===== config.mk =====
export PLATFORM = sky130hd
export DESIGN_NAME = fir_tap_feeder
export DESIGN_NICKNAME = d
export VERILOG_FILES = /design/src/rtl/fir_tap_feeder_pkg.sv /design/src/rtl/fir_delay_line.sv /design/src/rtl/fir_tap_feeder.sv
export SDC_FILE = /design/constraint.sdc
export NUM_CORES = 1
export LEC_CHECK = 0
export CAP_MARGIN = 30
export CELL_PAD_IN_SITES_DETAIL_PLACEMENT = 0
export CELL_PAD_IN_SITES_GLOBAL_PLACEMENT = 1
export CORE_ASPECT_RATIO = 0.7
export CORE_MARGIN = 2
export CORE_UTILIZATION = 33
export DETAILED_ROUTE_END_ITERATION = 16
export GPL_TIMING_DRIVEN = 0
export HOLD_SLACK_MARGIN = 0.02
export PLACE_DENSITY = 0.86
export SKIP_LAST_GASP = 1
export SLEW_MARGIN = 20
export SYNTH_ARGS = -nofsm -noshare
export SYNTH_HDL_FRONTEND = slang
export SYNTH_SLANG_ARGS = --single-unit

===== constraint.sdc =====
create_clock -name i_clk -period 1.6 [get_ports i_clk]
set_input_delay 0.32 -clock i_clk [delete_from_list [all_inputs] [get_ports i_clk]]
set_output_delay 0.32 -clock i_clk [all_outputs]
set_load 0.02 [all_outputs]

===== src/rtl/fir_tap_feeder_pkg.sv =====
// Shared definitions for the FIR tap feeder and the FIR logic it drives.
// - FIR_FEED_* : 2-bit state encodings of the feeder FSM.
// - feed_state_e : typed FSM state built on those encodings.
// - tap_lsb() : tap-slice convention, tap k lives at [k*I_WIDTH +: I_WIDTH].
package fir_tap_feeder_pkg;

  localparam logic [1:0] FIR_FEED_FILL = 2'd0;
  localparam logic [1:0] FIR_FEED_RUN  = 2'd1;
  localparam logic [1:0] FIR_FEED_HOLD = 2'd2;

  typedef enum logic [1:0] {
    StFill = FIR_FEED_FILL,
    StRun  = FIR_FEED_RUN,
    StHold = FIR_FEED_HOLD
  } feed_state_e;

  function automatic int tap_lsb(input int k, input int width);
    return k * width;
  endfunction

endpackage


===== src/rtl/fir_delay_line.sv =====
// ORDER-deep tap delay line of I_WIDTH-bit samples.
// - clk_i, rst_ni : clock, asynchronous active-low reset
// - clr_i         : synchronous clear of all taps (wins over shift_i)
// - shift_i       : tap 0 <= data_i, tap k <= tap k-1
// - data_i        : incoming sample
// - taps_o        : packed taps, tap 0 newest
module fir_delay_line
  import fir_tap_feeder_pkg::*;
#(
  parameter int unsigned I_WIDTH = 16,
  parameter int unsigned ORDER   = 17
) (
  input  logic                       clk_i,
  input  logic                       rst_ni,
  input  logic                       clr_i,
  input  logic                       shift_i,
  input  logic [I_WIDTH-1:0]         data_i,
  output logic [I_WIDTH*ORDER-1:0]   taps_o
);

  logic [I_WIDTH*ORDER-1:0] taps_q, taps_d;

  always_comb begin
    taps_d = taps_q;
    if (clr_i) begin
      taps_d = '0;
    end else if (shift_i) begin
      taps_d[I_WIDTH-1:0] = data_i;
      for (int k = 1; k < int'(ORDER); k++) begin
        taps_d[tap_lsb(k, int'(I_WIDTH)) +: I_WIDTH] =
            taps_q[tap_lsb(k - 1, int'(I_WIDTH)) +: I_WIDTH];
      end
    end
  end

  always_ff @(posedge clk_i or negedge rst_ni) begin
    if (!rst_ni) begin
      taps_q <= '0;
    end else begin
      taps_q <= taps_d;
    end
  end

  assign taps_o = taps_q;

endmodule


===== src/rtl/fir_tap_feeder.sv =====
// Feeds the CSD FIR: shifts accepted samples into a tap delay line, decimates,
// and holds the taps for SETTLE cycles per evaluation (multicycle adder tree).
// - i_clk, i_rst_n : clock, asynchronous active-low reset
// - i_flush        : synchronous clear of taps, counters and FSM (top priority)
// - i_valid/o_ready/i_data : sample handshake (o_ready registered, 0 in HOLD)
// - o_taps         : packed taps to FIR i_data, tap 0 newest
// - o_en           : taps form an evaluation set and are frozen
// - o_res_valid    : one-cycle pulse, FIR registered output valid
module fir_tap_feeder
  import fir_tap_feeder_pkg::*;
#(
  parameter int unsigned I_WIDTH    = 16,
  parameter int unsigned ORDER      = 17,
  parameter int unsigned DECIMATION = 4,
  parameter int unsigned SETTLE     = 2
) (
  input  logic                     i_clk,
  input  logic                     i_rst_n,
  input  logic                     i_flush,
  input  logic                     i_valid,
  output logic                     o_ready,
  input  logic [I_WIDTH-1:0]       i_data,
  output logic [I_WIDTH*ORDER-1:0] o_taps,
  output logic                     o_en,
  output logic                     o_res_valid
);

  localparam int unsigned FillW = $clog2(ORDER + 1);
  localparam int unsigned DecW  = $clog2(DECIMATION) + 1;
  localparam int unsigned HoldW = $clog2(SETTLE) + 1;

  localparam logic [FillW-1:0] FillLast = FillW'(ORDER - 1);
  localparam logic [FillW-1:0] FillSat  = FillW'(ORDER);
  localparam logic [DecW-1:0]  DecLast  = DecW'(DECIMATION - 1);
  localparam logic [HoldW-1:0] HoldLast = HoldW'(SETTLE - 1);

  feed_state_e      state_q;
  logic [FillW-1:0] fill_cnt_q;
  logic [DecW-1:0]  dec_cnt_q;
  logic [HoldW-1:0] hold_cnt_q;
  logic             ready_q;
  logic             en_q;
  logic             res_valid_q;
  logic             accept;

  // ready_q is already 0 throughout HOLD, so taps cannot move while o_en is high.
  assign accept = i_valid && ready_q;

  always_ff @(posedge i_clk or negedge i_rst_n) begin
    if (!i_rst_n) begin
      state_q     <= StFill;
      fill_cnt_q  <= '0;
      dec_cnt_q   <= '0;
      hold_cnt_q  <= '0;
      ready_q     <= 1'b0;
      en_q        <= 1'b0;
      res_valid_q <= 1'b0;
    end else if (i_flush) begin
      // Aborts any evaluation in flight: no o_res_valid will follow.
      state_q     <= StFill;
      fill_cnt_q  <= '0;
      dec_cnt_q   <= '0;
      hold_cnt_q  <= '0;
      ready_q     <= 1'b1;
      en_q        <= 1'b0;
      res_valid_q <= 1'b0;
    end else begin
      res_valid_q <= 1'b0;
      unique case (state_q)
        StFill: begin
          ready_q <= 1'b1;
          if (accept) begin
            if (fill_cnt_q == FillLast) begin
              fill_cnt_q <= FillSat;
              dec_cnt_q  <= '0;
              hold_cnt_q <= '0;
              state_q    <= StHold;
              en_q       <= 1'b1;
              ready_q    <= 1'b0;
            end else begin
              fill_cnt_q <= fill_cnt_q + FillW'(1);
            end
          end
        end
        StRun: begin
          ready_q <= 1'b1;
          if (accept) begin
            if (dec_cnt_q == DecLast) begin
              dec_cnt_q  <= '0;
              hold_cnt_q <= '0;
              state_q    <= StHold;
              en_q       <= 1'b1;
              ready_q    <= 1'b0;
            end else begin
              dec_cnt_q <= dec_cnt_q + DecW'(1);
            end
          end
        end
        StHold: begin
          if (hold_cnt_q == HoldLast) begin
            hold_cnt_q  <= '0;
            state_q     <= StRun;
            en_q        <= 1'b0;
            ready_q     <= 1'b1;
            res_valid_q <= 1'b1;
          end else begin
            hold_cnt_q <= hold_cnt_q + HoldW'(1);
          end
        end
        default: begin
          state_q <= StFill;
        end
      endcase
    end
  end

  fir_delay_line #(
    .I_WIDTH(I_WIDTH),
    .ORDER  (ORDER)
  ) u_delay_line (
    .clk_i  (i_clk),
    .rst_ni (i_rst_n),
    .clr_i  (i_flush),
    .shift_i(accept),
    .data_i (i_data),
    .taps_o (o_taps)
  );

  assign o_ready     = ready_q;
  assign o_en        = en_q;
  assign o_res_valid = res_valid_q;

endmodule


# Yosys cells after proc, flatten, opt, wreduce, memory -nomap -nowiden
# Cells that the tools add are included.
# classes
reduce_logical	12
eq_ne	10
muxes	43
addsub	3
# op_table
operator	n
272-bit 2-to-1 mux	2
2-bit 2-to-1 mux	12
5-bit 2-to-1 mux	4
1-bit 2-to-1 mux	15
3-bit 2-to-1 mux	5
3-bit inequality test, second input constant	5
2-bit case mux with 3 select lines	2
5-bit AND reduction	2
1-bit case mux with 3 select lines	2
3-bit case mux with 2 select lines	1
6-bit AND reduction	1
5-bit by 1-bit adder with 5-bit output, second input constant	1
5-bit == test, second input constant	1
2-bit by 1-bit == test with 1-bit output, second input constant	2
2-bit AND reduction	2
4-bit AND reduction	1
2-bit nonzero test	2
4-bit nonzero test	1
3-bit by 1-bit adder with 3-bit output, second input constant	1
3-bit by 2-bit == test with 1-bit output, second input constant	1
3-bit nonzero test	1
2-bit by 1-bit adder with 2-bit output, second input constant	1
2-bit == test, second input constant	1
2-bit logical NOT	1
1-bit logical AND	1
# totals
inputBits	20
ff_bits	287
wordCells	76

# Depth between registers and ports, before layout
# logic_depth
ltp_word	5
ltp_mapped	7
ltp_nobuf	6

# By module
# From an unflattened synthesis, not the netlist that was laid out.
# unflattened
cells_unflattened	967
hier_area_um2	11725.0
# by_module_without_submodules
module	cells_per_inst	seq_area_each_um2	instances	area_each_um2
fir_delay_line	876	6806.5	1	10859.2
fir_tap_feeder	91	375.4	1	865.8

# Worst setup path before layout
# No wires, ideal clock.
# synth_path
path_kind	register to register
start	register state_q[0]
end	register dec_cnt_q[0]
path_buffers	1
stages_incl_launch_ff	8
arrival_time_ns	1.567
slack_ns	-0.085
period_less_slack_ns	1.685
path_cell_list	dfrtp_1 inv_1 ha_1 and3_1 clkbuf_1 a221oi_2 nor3_1 a21o_1
# synth_between
elab_chain_len	3
word_cells_on_any_way	9
# synth_lines
element	line_no	rtl
from (decl)	fir_tap_feeder.sv:37	feed_state_e state_q;
from (signal assigned)	fir_tap_feeder.sv:51	state_q <= StFill;
from (signal assigned)	fir_tap_feeder.sv:60	state_q <= StFill;
from (signal assigned)	fir_tap_feeder.sv:77	state_q <= StHold;
2-bit by 1-bit == test with 1-bit output or 2-bit logical NOT (tied branches)	fir_tap_feeder.sv:69	unique case (state_q)
3-bit inequality test (no source line) (tied with other cells)	n/a	
4-bit AND reduction (no source line) or 3-bit 2-to-1 mux (tied branches)	n/a	
to (signal assigned)	fir_tap_feeder.sv:95	dec_cnt_q <= dec_cnt_q + DecW'(1);
to (decl)	fir_tap_feeder.sv:39	logic [DecW-1:0] dec_cnt_q;
# Several ways; a longest one is shown, not always the timed one.
# A chain may end at the register's enable or synchronous reset.

# Worst setup path in the final report
# layout_path
start	register dec_cnt_q[1]
end	register hold_cnt_q[0]
# layout_between
elab_chain_len	3
# layout_lines
element	line_no	rtl
3-bit by 2-bit == test with 1-bit output	fir_tap_feeder.sv:88	if (dec_cnt_q == DecLast) begin
3-bit inequality test (no source line)	n/a	
5-bit AND reduction (no source line)	n/a	
to (signal assigned)	fir_tap_feeder.sv:107	hold_cnt_q <= hold_cnt_q + HoldW'(1);
to (decl)	fir_tap_feeder.sv:40	logic [HoldW-1:0] hold_cnt_q;
# No other way between the ends.

==> results.txt <==
For this block, the initial DRC count from the detailed router was 954. Capture instance of the worst register-to-register path: hold_cnt_q[0]. Global routing finished with a remaining overflow of 0. The setup path with the least slack is of type register to register.

The die height is 160.3 um. The top cell type's share of synthesized area works out to 0.6238. After the flow finishes, the layout carries non-filler instances totaling 2151.

The mux cell area share after synthesis was 0.0009782. Averaged over all synthesized cells, the footprint is 9.051 um^2. The number of antenna diodes in the final layout is 0.

Type of destination of the critical path: a register. The run gives 11.48 mW as the internal power of the cells. Fraction of final layout cells sized beyond drive strength 1: 0.2674. Synthesis instantiated 39 different standard cells from the library.

Setup repair after global routing could not meet its margin everywhere. The critical path launch point type is a register. Count of endpoints failing hold in the final timing report: 0. The smallest clock period supported by the final layout is computed as 1.718 ns. The region available for standard cell placement spans 0.03452 mm^2. The worst-case reg-to-reg path depth came out at 5. Compared with the post-synthesis result, the final layout area differs by 41.60%. Along the worst path, the maximum fanout reaches 8.

The tools report the reg-to-reg startpoint as dec_cnt_q[1]. For this design the ratio of total power to cell area is 925.6 mW/mm^2. Number of top-level design ports: 295.

The origin of the worst setup path is dec_cnt_q[1]. The clock net in this run drives a total of 287 sinks. The synthesized design contains 287 register bits. The run finished, with violations left. The headroom to the max-slew limit was 0.5469; the actual transition at the worst max-transition pin was 0.6796 ns. The total number of vias was 10570; the width of the chip was 227.2 um. The proportion of power drawn by flip-flops and latches is 0.487, and the setup TNS is -0.2858 ns. The wire-length estimate of the detail-placed layout is 27.88 mm. The tools report the required time at the endpoint of the critical path as 2.09 ns. During synthesis, Yosys emitted a total of 0 warnings.

The leading cell type in the layout, fill and taps excluded is sky130_fd_sc_hd__nand2_1. OpenSTA, run right after detailed placement, puts the worst setup slack at -0.8336 ns. The setup check on the worst reg-to-reg path leaves a slack of -0.12 ns.

The critical path runs through a total of 5 cells. The xor and xnor fraction of the mapped netlist area came out at 0.002282. The die covers 0.03642 mm^2. The final design area excluding fillers was 0.01630 mm^2; the number of violations of the max-capacitance limit was 0. The worst-case IR drop observed on VDD is 0.6573 mV. After detailed routing, the number of remaining DRC violations is 0.

CTS clock-pin slew for the worst setup and hold paths: 0.07 ns. Leaving out fill and tap cells, the most frequent cells in the layout are sky130_fd_sc_hd__nand2_1, sky130_fd_sc_hd__dfrtp_1, sky130_fd_sc_hd__a21oi_1. The number of antenna violations at the first check in global routing is 0.

The run gives 7.200 nW as the leakage power summed over all cells. In this run the power spent charging and discharging nets is 3.606 mW. Buffers inserted during clock tree synthesis total 29. The effective utilization at floorplan is 0.3335.

The slowest stage of the critical path is the sky130_fd_sc_hd__or4b_4 cell. Cell taking the most area after synthesis: sky130_fd_sc_hd__dfrtp_1. Setup skew after layout: 0.01134 ns.

The combined buffer and inverter count along the critical path was 0; the synthesized netlist net count was 1299. Setup violations remaining at the end of the flow were counted as 7. Dividing the detail-routed wire length by the instance count gives 18.10 um.

The logs give 0.061 for the part of the power in combinational logic and 1689 for the net count of the finished layout. The tools report the placed instance count as 2040. For this block, the routed nets add up to 38.94 mm of wire. The part of the cycle the worst path needs was 1.073; the via count normalized by instance count was 4.914. Synthesis produced 1272 cells. The buffer type at the clock tree root was sky130_fd_sc_hd__clkbuf_16. On the worst path, the slowest cell contributes a delay of 0.49 ns.

For the number of levels the H-tree was split into, the log shows 1. Once detail routing completed, the nets flagged for antenna violations numbered 0. Walking the worst path, the cells encountered are ha_1 > or2b_1 > o21a_4 > or4b_4 > a21oi_2.

The filler cells instantiated in the layout total 3388. By area the synthesized netlist is led by sky130_fd_sc_hd__dfrtp_1, sky130_fd_sc_hd__nand2_1, sky130_fd_sc_hd__a21oi_1, sky130_fd_sc_hd__clkbuf_1, sky130_fd_sc_hd__buf_2. At the worst endpoint, the arrival time is 2.20 ns. In this run the tool buffered the top-level ports with 293 buffer cells. For this run, the top clock speed supported by timing is 0.5822 GHz. The family with the most delay on the worst path is simple AND/OR/NAND/NOR gates.

The max-slew violation count is 0, and the share of the synthesized area in compound gates (AO/OA/AOI/OAI) is 0.1328. Entering global routing, the biggest net connects 91 pins. After synthesis the cells add up to 0.01151 mm^2. For the cell area after placement, the log shows 0.01513 mm^2. Smallest setup slack after layout: -0.1175 ns. Share of the yosys chip area belonging to registers: 0.6238. TritonCTS built the clock tree.

In this run the worst setup path terminates at hold_cnt_q[0]. Main combinational cell family by area after synthesis: simple AND/OR/NAND/NOR gates. Routability-driven placement finished with a final weighted congestion of 0.8602.

The simple-gate portion of the synthesized area is 0.1941. For the number of standard-cell rows in the floorplan, the log shows 57. The core utilization of the finished layout is 0.4723, and the first-pass GRT wire length is 59.64 mm. The switching share of total power was 0.2390; the all-layer global routing usage was 0.2088.

The via count of the first global-routing pass was 10350; the proportion of power drawn by the clock network was 0.452. The first TritonRoute pass finished after 5 iterations. The min-delay analysis places its worst path in the category input pin to async pin. Clock latency at the later pin of the worst-skew pair: 0.56 ns. The final reports fail on negative setup slack. The longest clock path from root to sink contains 3 buffers.

The fraction of the mapped netlist area in adder cells was 0.007608.
==> synthesized netlist by cell type <==
| cell type | n |
|---|---|
| sky130_fd_sc_hd__a311oi_1 | 1 |
| sky130_fd_sc_hd__a21o_1 | 1 |
| sky130_fd_sc_hd__nand3_1 | 3 |
| sky130_fd_sc_hd__nand4_1 | 3 |
| sky130_fd_sc_hd__nor3_1 | 4 |
| sky130_fd_sc_hd__a21boi_4 | 1 |
| sky130_fd_sc_hd__a2111oi_0 | 1 |
| sky130_fd_sc_hd__nand2_1 | 546 |
| sky130_fd_sc_hd__o31ai_1 | 2 |
| sky130_fd_sc_hd__xnor2_1 | 2 |
| sky130_fd_sc_hd__mux2_2 | 1 |
| sky130_fd_sc_hd__and4bb_4 | 1 |
| sky130_fd_sc_hd__and3_1 | 1 |
| sky130_fd_sc_hd__o311ai_0 | 2 |
| sky130_fd_sc_hd__or2b_1 | 1 |
| sky130_fd_sc_hd__and2_0 | 1 |
| sky130_fd_sc_hd__nand2b_1 | 1 |
| sky130_fd_sc_hd__buf_2 | 37 |
| sky130_fd_sc_hd__o31a_2 | 1 |
| sky130_fd_sc_hd__a21oi_1 | 277 |
| sky130_fd_sc_hd__clkbuf_1 | 54 |
| sky130_fd_sc_hd__o211ai_1 | 1 |
| sky130_fd_sc_hd__and2_1 | 1 |
| sky130_fd_sc_hd__a221oi_2 | 1 |
| sky130_fd_sc_hd__inv_1 | 9 |
| sky130_fd_sc_hd__nor3b_1 | 3 |
| sky130_fd_sc_hd__o21a_1 | 2 |
| sky130_fd_sc_hd__and2_2 | 1 |
| sky130_fd_sc_hd__ha_1 | 7 |
| sky130_fd_sc_hd__o21ai_0 | 2 |
| sky130_fd_sc_hd__nor2b_1 | 2 |
| sky130_fd_sc_hd__buf_4 | 1 |
| sky130_fd_sc_hd__xor2_1 | 1 |
| sky130_fd_sc_hd__o41ai_1 | 1 |
| sky130_fd_sc_hd__buf_1 | 2 |
| sky130_fd_sc_hd__clkbuf_2 | 1 |
| sky130_fd_sc_hd__dfrtp_1 | 287 |
| sky130_fd_sc_hd__or4b_1 | 1 |
| sky130_fd_sc_hd__nor2_1 | 8 |
==> how the worst min path moves through the flow <==
stage | to | slack [ns] | depth (start not counted)
floorplan | dec_cnt_q[0] | 0.02 | 0
global placement | dec_cnt_q[2] | 0.47 | 1
detailed placement | u_delay_line.taps_o[256] | 0.23 | 1
CTS | u_delay_line.taps_o[256] | 0.24 | 2
global route | u_delay_line.taps_o[256] | 0.26 | 2
finish | u_delay_line.taps_o[256] | 0.25 | 2
==> routing by layer <==
layer  share of wire  vias up  routed length [um]  global-route usage
li1                -     4896                   -                   -
met1            0.46     5257               17930              0.3012
met2            0.44      367               17010              0.3128
met3           0.083       50                3217             0.05906
met4           0.020        0                 787             0.04337
met5               0        -                   0                   0
==> through the flow <==
step	total power, mW	hold slack [ns]
after global placement	8.347	0.4663
after detailed placement	8.380	0.2279
final	15.09	0.2463
after floorplan	7.889	0.02441
after CTS	15.20	0.2368
after global routing	15.60	0.2595
==> power groups by stage <==
stage	logic, mW	clock network [mW]	registers (mW)
after floorplan	0.362	0	7.53
after global placement	0.853	0	7.49
after detailed placement	0.896	0	7.48
after CTS	0.928	6.93	7.35
after global routing	1.03	7.22	7.35
final	0.927	6.82	7.35
==> logic make-up after synthesis <==
family | Yosys count
AOI/OAI and AO/OA | 293
and+or+nand+nor | 577
xor gates and xnor gates | 3
DFF | 287
muxes | 1
buffers and inverters | 104
adders and majority gates | 7
==> area by class of cell <==
| type | count | area, um^2 | share of cell area |
|---|---|---|---|
| multi-input cells | 881 | 3994 | 0.2450 |
| inverters | 9 | 33.78 | 0.002072 |
| clock buffers | 38 | 789.5 | 0.04843 |
| flip-flops and latches | 287 | 7187 | 0.4409 |
| clock inverters | 10 | 132.6 | 0.008136 |
| plain buffers | 93 | 511.7 | 0.03139 |
| repair buffers | 361 | 3063 | 0.1879 |
| well taps | 472 | 590.6 | 0.03623 |
==> state kept, by name, summed over array words and instances, names as in the netlist <==
register             count
dec_cnt_q                3
hold_cnt_q               2
o_ready                  1
fill_cnt_q               5
state_q                  2
o_res_valid              1
o_en                     1
u_delay_line.taps_o    272
==> timing repair <==
action                                  4_1_cts  5_1_grt
hold buffers                                  1        0
setup buffers                                33       31
endpoints found under the hold margin        37        0
resized for setup                           860      149
endpoints found under the setup margin      556      394
cloned                                        0        0
pin swaps                                     2        0
Note: power is estimated with default switching activity, not from simulation.
